`src/rtl/result_encoder_pkg.sv`:
```
// ============================================================================
// Module   : result_encoder_pkg
// Purpose  : Shared definitions for the systolic-array result path. Default
//            geometry, the derived array/row-word sizes used by the decoder
//            and encoder sides, the encoder state encoding and a lane-slice
//            helper.
// Ports    : none (package)
// Revision : 1.0 - initial release
// ============================================================================
`default_nettype none

package result_encoder_pkg;

  localparam int DEF_REG_WIDTH   = 16;
  localparam int DEF_MATRIX_SIZE = 4;

  // Skewed stream length across the array and width of one BRAM row word.
  localparam int ARRAY_SIZE = 2 * DEF_MATRIX_SIZE - 1;
  localparam int BRAM_DEPTH = DEF_MATRIX_SIZE * DEF_REG_WIDTH;

  typedef enum logic [1:0] {
    IDLE   = 2'd0,
    RUN    = 2'd1,
    FINISH = 2'd2
  } state_t;

  // Low bit index of lane `lane` in a packed vector of `width`-bit lanes.
  function automatic int lane_lo(input int lane, input int width);
    return lane * width;
  endfunction

endpackage

`default_nettype wire

```
`src/rtl/result_encoder_deskew_row_buffer.sv`:
```
// ============================================================================
// Module   : deskew_row_buffer
// Purpose  : N x N element store that undoes the column skew of the array
//            output. Lane c writes element (k-c, c) during cycle k. The read
//            port returns a full row; an element arriving in the same cycle
//            it is read is taken straight from the lane input.
// Ports    : clk       - clock
//            i_cap_en  - capture enabled this cycle
//            i_k       - current cycle index k of the operation
//            i_col     - column lanes, lane c at [c*REG_WIDTH +: REG_WIDTH]
//            i_rd_row  - row to read
//            o_row     - row word, column c at [c*REG_WIDTH +: REG_WIDTH]
// Revision : 1.0 - initial release
// ============================================================================
`default_nettype none

module deskew_row_buffer
  import result_encoder_pkg::*;
#(
  parameter  int REG_WIDTH   = DEF_REG_WIDTH,
  parameter  int MATRIX_SIZE = DEF_MATRIX_SIZE,
  parameter  int K_W         = 4,
  parameter  int ROW_IDX_W   = 2,
  localparam int DATA_W      = MATRIX_SIZE * REG_WIDTH
) (
  input  logic                 clk,
  input  logic                 i_cap_en,
  input  logic [K_W-1:0]       i_k,
  input  logic [DATA_W-1:0]    i_col,
  input  logic [ROW_IDX_W-1:0] i_rd_row,
  output logic [DATA_W-1:0]    o_row
);

  for (genvar c = 0; c < MATRIX_SIZE; c++) begin : g_col
    logic [REG_WIDTH-1:0] r_cell [MATRIX_SIZE];
    logic [REG_WIDTH-1:0] w_lane;
    logic                 w_hit;

    assign w_lane = i_col[lane_lo(c, REG_WIDTH) +: REG_WIDTH];

    // Lane c carries row r during k = r + c; values outside the window
    // never match any row and are dropped.
    always_ff @(posedge clk) begin
      if (i_cap_en) begin
        for (int r = 0; r < MATRIX_SIZE; r++) begin
          if (i_k == K_W'(r + c)) begin
            r_cell[r] <= w_lane;
          end
        end
      end
    end

    assign w_hit = ((K_W'(i_rd_row) + K_W'(c)) == i_k);
    assign o_row[lane_lo(c, REG_WIDTH) +: REG_WIDTH] = w_hit ? w_lane : r_cell[i_rd_row];
  end

endmodule

`default_nettype wire

```
`src/rtl/result_encoder.sv`:
```
// ============================================================================
// Module   : result_encoder
// Purpose  : De-skews the column-skewed systolic-array result stream into row
//            words and writes them to BRAM, one row per cycle, followed by a
//            one-cycle done pulse.
// Ports    : clk        - clock, rising edge
//            reset      - synchronous active-high reset
//            start      - one-cycle start; element (0,0) valid on col_in
//            col_in     - skewed column lanes
//            base_addr  - BRAM address of row 0, sampled on accepted start
//            bram_we    - BRAM write enable
//            bram_addr  - BRAM write address
//            bram_wdata - BRAM row word
//            busy       - operation in progress
//            done       - one-cycle completion pulse
// Revision : 1.0 - initial release
// ============================================================================
`default_nettype none

module result_encoder
  import result_encoder_pkg::*;
#(
  parameter  int REG_WIDTH   = DEF_REG_WIDTH,
  parameter  int MATRIX_SIZE = DEF_MATRIX_SIZE,
  parameter  int ADDR_WIDTH  = 8,
  localparam int DATA_W      = MATRIX_SIZE * REG_WIDTH
) (
  input  logic                  clk,
  input  logic                  reset,
  input  logic                  start,
  input  logic [DATA_W-1:0]     col_in,
  input  logic [ADDR_WIDTH-1:0] base_addr,
  output logic                  bram_we,
  output logic [ADDR_WIDTH-1:0] bram_addr,
  output logic [DATA_W-1:0]     bram_wdata,
  output logic                  busy,
  output logic                  done
);

  localparam int K_W       = $clog2(2 * MATRIX_SIZE) + 1;
  localparam int ROW_IDX_W = (MATRIX_SIZE > 1) ? $clog2(MATRIX_SIZE) : 1;

  localparam logic [K_W-1:0] C_K_FIRST_WR = K_W'(MATRIX_SIZE - 1);
  localparam logic [K_W-1:0] C_K_LAST_CAP = K_W'(2 * MATRIX_SIZE - 2);
  localparam logic [K_W-1:0] C_K_LAST_RUN = K_W'(2 * MATRIX_SIZE - 1);

  state_t                r_state;
  state_t                w_next;
  logic [K_W-1:0]        r_cnt;
  logic [K_W-1:0]        w_k;
  logic [ADDR_WIDTH-1:0] r_base;
  logic [ADDR_WIDTH-1:0] w_base;
  logic                  w_start_acc;
  logic                  w_active;
  logic                  w_wr;
  logic [ROW_IDX_W-1:0]  w_row;
  logic [DATA_W-1:0]     w_row_data;

  // Cycle k=0 is spent in IDLE (the start cycle), so the effective cycle
  // index and base address come straight from the inputs there.
  always_comb begin
    w_start_acc = start && (r_state == IDLE);
    w_active    = w_start_acc || (r_state == RUN);
    w_k         = (r_state == IDLE) ? '0 : r_cnt;
    w_base      = (r_state == IDLE) ? base_addr : r_base;
    // Row k-(N-1) completes at the end of cycle k and is presented next cycle.
    w_wr        = w_active && (w_k >= C_K_FIRST_WR) && (w_k <= C_K_LAST_CAP);
    w_row       = ROW_IDX_W'(w_k - C_K_FIRST_WR);
  end

  always_comb begin
    w_next = r_state;
    case (r_state)
      IDLE:    if (start) w_next = RUN;
      RUN:     if (r_cnt == C_K_LAST_RUN) w_next = FINISH;
      FINISH:  w_next = IDLE;
      default: w_next = IDLE;
    endcase
  end

  deskew_row_buffer #(
    .REG_WIDTH   (REG_WIDTH),
    .MATRIX_SIZE (MATRIX_SIZE),
    .K_W         (K_W),
    .ROW_IDX_W   (ROW_IDX_W)
  ) u_buf (
    .clk      (clk),
    .i_cap_en (w_active),
    .i_k      (w_k),
    .i_col    (col_in),
    .i_rd_row (w_row),
    .o_row    (w_row_data)
  );

  always_ff @(posedge clk) begin
    if (reset) begin
      r_state    <= IDLE;
      r_cnt      <= '0;
      r_base     <= '0;
      bram_we    <= 1'b0;
      bram_addr  <= '0;
      bram_wdata <= '0;
    end else begin
      r_state <= w_next;
      case (r_state)
        IDLE: begin
          if (start) begin
            r_cnt  <= K_W'(1);
            r_base <= base_addr;
          end
        end
        RUN:     r_cnt <= r_cnt + K_W'(1);
        default: r_cnt <= '0;
      endcase
      bram_we <= w_wr;
      if (w_wr) begin
        bram_addr  <= w_base + ADDR_WIDTH'(w_row);
        bram_wdata <= w_row_data;
      end
    end
  end

  assign busy = (r_state != IDLE);
  assign done = (r_state == FINISH);

endmodule

`default_nettype wire

```
`config.mk`:
```
export PLATFORM = sky130hd
export DESIGN_NAME = result_encoder
export DESIGN_NICKNAME = d
export VERILOG_FILES = /design/src/rtl/result_encoder_pkg.sv /design/src/rtl/result_encoder_deskew_row_buffer.sv /design/src/rtl/result_encoder.sv
export SDC_FILE = /design/constraint.sdc
export NUM_CORES = 1
export LEC_CHECK = 0
export ABC_AREA = 1
export BUFFER_PORTS_ARGS = -buffer_cell sky130_fd_sc_hd__buf_4
export CAP_MARGIN = 10
export CORE_UTILIZATION = 35
export DETAILED_ROUTE_END_ITERATION = 16
export GPL_ROUTABILITY_DRIVEN = 0
export SYNTH_ARGS = -nofsm -noshare
export SYNTH_HDL_FRONTEND = slang
export SYNTH_HIERARCHICAL = 1
export SYNTH_SLANG_ARGS = --single-unit
```
`constraint.sdc`:
```
create_clock -name clk -period 9.25 [get_ports clk]
set_input_delay 0.925 -clock clk [delete_from_list [all_inputs] [get_ports clk]]
set_output_delay 0.925 -clock clk [all_outputs]
set_load 0.005 [all_outputs]
```
Word-level counts from Yosys, hierarchy flattened
Memory sizes are Yosys's and may differ from the RTL's. A register that Yosys moved wholly into a read port is not among the register bits.
Index checks and enable logic that the tools add are counted.
Widths: inputs -> output; s select.
{"block": "word_totals", "ram_bits": 256, "inputBits": 75, "elab_cells": 122, "register_bits": 87, "mem_count": 4, "output_inout_bits": 75}
{"block": "op_classes", "n_lt_le_gt_ge": 2, "addsub": 6, "muxes": 68, "reduce_logical": 21, "n_eq_ne": 15}
{"memory": "u_buf.g_col[0].r_cell", "depth": 4, "width": 16, "read_ports": 1, "rd_clocked_by_memory_dff": 1, "write_ports": 1, "line": "result_encoder_deskew_row_buffer.sv:35", "text": "logic [REG_WIDTH-1:0] r_cell [MATRIX_SIZE];"}
{"memory": "u_buf.g_col[1].r_cell", "depth": 4, "width": 16, "read_ports": 1, "rd_clocked_by_memory_dff": 1, "write_ports": 1, "line": "result_encoder_deskew_row_buffer.sv:35"}
{"memory": "u_buf.g_col[2].r_cell", "depth": 4, "width": 16, "read_ports": 1, "rd_clocked_by_memory_dff": 1, "write_ports": 1, "line": "result_encoder_deskew_row_buffer.sv:35"}
{"memory": "u_buf.g_col[3].r_cell", "depth": 4, "width": 16, "read_ports": 1, "rd_clocked_by_memory_dff": 0, "write_ports": 1, "line": "result_encoder_deskew_row_buffer.sv:35"}
{"operator": "$mux 16", "n": 16}
{"operator": "$reduce_or 16->1", "n": 12}
{"operator": "$mux 1", "n": 33}
{"operator": "$mux 2", "n": 14}
{"operator": "$eq 4x3->1 const B", "n": 4}
{"operator": "$eq 3x4->1", "n": 3}
{"operator": "$add 8x2->8", "n": 1}
{"operator": "$eq 4x2->1 const B", "n": 2}
{"operator": "$mux 4", "n": 2}
{"operator": "$mux 8", "n": 1}
{"operator": "$pmux 4 s2", "n": 1}
{"operator": "$add 2x2->3 const B", "n": 2}
{"operator": "$add 4x1->4 const B", "n": 1}
{"operator": "$eq 2x4->1", "n": 1}
{"operator": "$eq 4x1->1 const B", "n": 1}
{"operator": "$ge 4x2->1 const B", "n": 1}
{"operator": "$le 4x3->1 const B", "n": 1}
{"operator": "$logic_not 4->1", "n": 1}
{"operator": "$pmux 2 s2", "n": 1}
{"operator": "$reduce_and 2->1", "n": 2}
{"operator": "$add 2x1->3 const B", "n": 1}
{"operator": "$logic_and 1x1->1", "n": 3}
{"operator": "$eq 2x1->1 const B", "n": 1}
{"operator": "$eq 2x2->1 const B", "n": 1}
{"operator": "6 further kinds", "n": 6}

Longest topological paths before layout
{"block": "logic_depth", "ltp_word": 10, "depth_mapped": 21, "ltp_nobuf": 16}

Hierarchy
Netlist, hierarchy kept.
{"module": "deskew_row_buffer", "area_per_inst_um2": 11886.4, "seq_area_each_um2": 7687.4, "cells_each": 1202, "instances": 1}
{"module": "result_encoder", "area_per_inst_um2": 3444.6, "seq_area_each_um2": 1741.7, "cells_each": 461, "instances": 1}

Worst setup path after synthesis
OpenSTA, ideal clock, no wires.
{"block": "synth_path", "path_kind": "input to register", "start": "input port start", "end": "memory u_buf/g_col[0].r_cell[3][0] in the netlist's numbering, enable pin", "setup_slack_ns": 3.148, "required_ns": 8.685, "t_arrival_ns": 5.538, "n_path_buf": 0, "path_stages": 4, "setup_time_ns": 0.565, "path_cell_list": "o21ai_1 > inv_1 > nand2_1 > nor3_1"}
{"block": "synth_via", "elab_chain_cells": 8, "elab_cells_between_ends": 19, "classes_between": "14 x mux; 5 x reduce/logical"}
{"item": "from (decl)", "line": "result_encoder.sv:30", "text": "input logic start,"}
{"item": "$logic_and 1x1->1 *", "line": "result_encoder.sv:62", "text": "w_start_acc = start && (r_state == IDLE);"}
{"item": "$logic_or 1x1->1 *", "line": "result_encoder.sv:63", "text": "w_active = w_start_acc || (r_state == RUN);"}
{"item": "named net w_active", "line": "result_encoder.sv:54", "text": "logic w_active;"}
{"item": "$mux 1", "line": "result_encoder_deskew_row_buffer.sv:44", "text": "if (i_cap_en) begin"}
{"item": "$mux 1 (not written as such)", "line": "result_encoder_deskew_row_buffer.sv:47", "text": "r_cell[r] <= w_lane;"}
{"item": "$reduce_or 16->1 (no source line)"}
{"item": "$mux 2 (no source line) or $mux 1 (tied branches) (3 in a row)"}
{"item": "to (decl)", "line": "result_encoder_deskew_row_buffer.sv:35"}
The timed path passes the listed nets; every way through them passes the cells marked *.

Worst setup path after layout
{"block": "layout_path", "start": "register r_state[1]", "end": "register bram_wdata[40] (read register of u_buf.g_col[2].r_cell)"}
{"block": "layout_via", "elab_cells_between_ends": 10, "classes_between": "1 x add/sub; 2 x order compare; 1 x eq/ne; 1 x mux; 5 x reduce/logical"}
{"item": "from (decl)", "line": "result_encoder.sv:47", "text": "state_t r_state;"}
{"item": "from (signal assigned)", "line": "result_encoder.sv:104", "text": "r_state <= w_next;"}
{"item": "$logic_not 2->1", "line": "result_encoder.sv:64", "text": "w_k = (r_state == IDLE) ? '0 : r_cnt;"}
{"item": "$mux 4", "line": "result_encoder.sv:64"}
{"item": "named net w_k[0]", "line": "result_encoder.sv:50", "text": "logic [K_W-1:0] w_k;"}
{"item": "$sub 2x2->2", "line": "result_encoder.sv:68", "text": "w_row = ROW_IDX_W'(w_k - C_K_FIRST_WR);"}
{"item": "named net w_row[0]", "line": "result_encoder.sv:56", "text": "logic [ROW_IDX_W-1:0] w_row;"}
{"item": "to (decl)", "line": "result_encoder.sv:35", "text": "output logic [DATA_W-1:0] bram_wdata,"}
The timed path passes the listed nets, and every way through them passes these cells.
A chain may end at the register's enable or synchronous reset.

==> metrics.md <==
| Metric | Value |
|---|---|
| Status | finished, final reports clean |
| Gate power share | 7.7% |
| Crit path kind | reg -> reg |
| Length of routed met2 wiring | between 15 and 20 mm |
| Hpwl dp | around 22 mm |
| Syn_nets | around 1700 |
| Fmax | just under 200 MHz |
| Initial antenna violation count | 3 |
| Synth-to-Final Area Change | 18.0% |
| Int Power | approximately 2.6 mW |
| Final #Nets | roughly 1900 |
| CTS H-Tree Depth | 2 |
| Switching share of power | a little under a quarter |
| Post-route ant nets | 0 |
| Total CTS buffers | 39 |
| Initial core utilization | approximately 36% |
| Cts hold-fix bufs | 0 |
| Critical Path RT | 9.65 ns |
| DR pass1 iterations | 4 |
| RSZ-0062 raised after global routing | false |
| Cells along the critical path | nor2_4 -> nor2_1 -> inv_6 -> ha_1 -> inv_2 -> buf_4 -> clkinv_2 -> buf_4 -> nand2_2 -> nand2_4 -> nor2_4 -> nand2_4 -> nand2_1 -> nand2_1 -> o21ai_0 -> nor2_1 |
| Clk pin slew, worst setup/hold paths | approximately 0.06 ns |
| Vias in the first global route | between 10000 and 15000 |
| Post-CTS Setup Bufs | 0 |
| Critical Path AT | approximately 5.5 ns |
| Cell Area, Placed | 16900 um2 |
| Post-Syn Area | between 15000 and 20000 um2 |
| I/O pins | 150 |
| Hold WC Path Type | reg -> reg |
| Fin. max-slew vios | 0 |
| Initial detailed-routing violation count | 596 |
| Vias post-DR | between 10000 and 15000 |
| Rel. slew slack | a little under a quarter |
| Die Wd | 211 um |
| Slew at the pin closest to its max-slew limit | ~1.2 ns |
| Core Region | 43200 um2 |
| Switching power | around 0.8 mW |
| Clk Latency, worst-skew pair | between 0.5 and 0.6 ns |
| Leak pwr | a little under 8 nW |
| Critical Path Start Type | flop |
| Top sig layer | met5 |
| CTS tree | yes |
| Cts repair resizes | 0 |
| Seq/Total Area, Yosys | between 60% and 70% |
| First-pass GRT wire length | 58.1 mm |
| CP endpoint kind | flop |
| Antenna diodes | 0 |
| GRT Util Overall | around 17% |
| Final Cycle Share | 54.6% |
| Hold slack | 0.460 ns |
| CP peak stage delay | 0.65 ns |
| IO buf count | roughly 150 |
| WL final | around 37 mm |
| Layout cell share with drive strength beyond 1 | 17.8% |
| Worst-path fanout max | around 130 |
| Avg Cell Area, Syn | 9.22 um2 |
| Die area | around 45000 um2 |
| Min cycle time layout | 5.05 ns |
| Fin Setup TNS | 0 ns |
| Max Cap Viol | 0 |
| Flop pwr share | around half |
| CTS Buffer Depth | 3 |
| DIE HEIGHT | about 210 um |
| GRT overflow | 0 |
| Largest net degree at the start of global routing | 126 |
| Final setup fails | 0 |
| Final Instance Area | between 15000 and 20000 um2 |
| Wire length per cell | about 16 um |
| Via density | around 4.6 |
| YS warnings | 6 |
| Root buf cell | clkbuf_16 |
| # rows | 76 |
| Final hold violation count | 0 |
| Post-Syn Instances | ~1700 |
| Crit-path slowest cell | inv_6 |
| DRC violations left | 0 |
| PD cells | around 190 nW/um2 |
| Max VDD drop | between 0.09 and 0.1 mV |
| Clock share of power | 43.4% |
| Synthesized flop and latch total | between 300 and 400 |
| Sink Count | approximately 340 |
| Synth cell types | 34 |
| Final Skew | between 0.015 and 0.02 ns |
| Met3 routed WL | ~2.4 mm |
| Wl on met1 | 16.0 mm |
-- through the flow --
step	total power, mW	instances	worst slack (ns)	utilization, %
floorplan	1.88	1663	3.15	-
global placement	1.97	2326	4.22	39.0
detailed placement	1.97	2326	4.11	39.0
CTS	3.46	2396	4.11	41.9
global route	3.55	2396	3.75	41.9
finish	3.42	2396	4.20	41.9
-- power by group through the flow --
| stage | sequential (mW) | combinational (mW) | clock, mW |
|---|---|---|---|
| finish | 1.68 | 0.262 | 1.49 |
| global route | 1.68 | 0.296 | 1.58 |
| CTS | 1.68 | 0.266 | 1.52 |
| detailed placement | 1.71 | 0.264 | 0 |
| global placement | 1.71 | 0.258 | 0 |
| floorplan | 1.71 | 0.172 | 0 |
-- placed cells by master (no fill, tap or decap), types with 7 or more instances in the layout --
cell,count
nand2_1,440
edfxtp_1,256
inv_1,207
nor2_1,186
nand3_1,170
buf_4,160
dfxtp_1,87
o21ai_0,76
or2_2,64
clkbuf_16,39
nand4_1,17
a21oi_1,13
clkinv_2,12
o21ai_1,11
ha_1,7
clkbuf_8,7
-- final cells by class --
class / count / area (um2)
sequential: 343 / 9430
timing repair buffer: 160 / 1200
clock inverter: 19 / 151
inverter: 216 / 818
tap: 585 / 732
fill: 4237 / 25100
clock buffer: 51 / 1090
multi-input combinational: 1022 / 4670
-- worst max-delay path, delay by kind of cell (launching register included) --
family                   cells  cell delay [ns]
AND/OR/NAND/NOR              9             2.04
flip-flops                   1             0.36
buffers and inverters        5             1.86
adder cells (fa/ha/maj)      1             0.40
AO/OA/AOI/OAI                1             0.24
-- cells by family (layout without fill, tap and decap cells) --
family / count (synthesis) / after routing / synth area share (%)
fa+ha+maj: 8 / 8 / 0.702
buf+inv: 298 / 446 / 8.32
compound gates: 106 / 106 / 3.57
flops: 343 / 343 / 61.5
simple gates: 907 / 907 / 25.8
xor+xnor: 1 / 1 / 0.0571
-- Yosys cell counts --
master | instances | area [um2]
a211oi_1 | 3 | 22.5
a21oi_1 | 13 | 65.1
a221oi_1 | 1 | 8.76
and3_1 | 1 | 6.26
buf_1 | 2 | 7.51
buf_2 | 26 | 130
buf_4 | 17 | 128
buf_6 | 8 | 90.1
clkbuf_1 | 28 | 105
clkbuf_2 | 1 | 5.00
dfxtp_1 | 87 | 1740
edfxtp_1 | 256 | 7690
fa_1 | 1 | 20.0
ha_1 | 7 | 87.6
inv_1 | 210 | 788
inv_2 | 6 | 22.5
nand2_1 | 440 | 1650
nand2_2 | 5 | 31.3
nand2_4 | 5 | 56.3
nand3_1 | 170 | 851
nand3_2 | 2 | 20.0
nand4_1 | 17 | 106
nor2_1 | 192 | 721
nor2_2 | 4 | 25.0
nor2_4 | 2 | 22.5
nor2_8 | 3 | 60.1
nor3_1 | 1 | 5.00
nor4_1 | 1 | 6.26
o21ai_0 | 76 | 380
o21ai_1 | 11 | 55.1
o21bai_1 | 1 | 7.51
o31ai_1 | 1 | 7.51
or2_2 | 64 | 400
xor2_1 | 1 | 8.76
-- sequential cells by signal, indices dropped and copies added (netlist names) --
| register | count |
|---|---|
| u_buf/g_col.r_cell | 256 |
| bram_wdata | 64 |
| bram_addr | 8 |
| r_base | 8 |
| r_cnt | 4 |
| r_state | 2 |
| bram_we | 1 |
-- worst paths after layout --
check / depth (start not counted) / slack [ns] / start / end
hold / removal: 2 / 0.46 / r_base[7] / r_base[7]
hold reg to reg: 2 / 0.46 / r_base[7] / r_base[7]
setup reg to reg: 16 / 4.20 / r_state[1] / bram_wdata[40]
setup / recovery: 16 / 4.20 / r_state[1] / bram_wdata[40]
-- layer usage --
| layer | up-vias | GRT usage, % |
|---|---|---|
| met5 | - | 0 |
| met4 | 6 | 4.57 |
| met3 | 53 | 3.60 |
| met2 | 255 | 29.1 |
| met1 | 5177 | 21.3 |
| li1 | 5578 | - |
(Power assumes the default switching activity.)
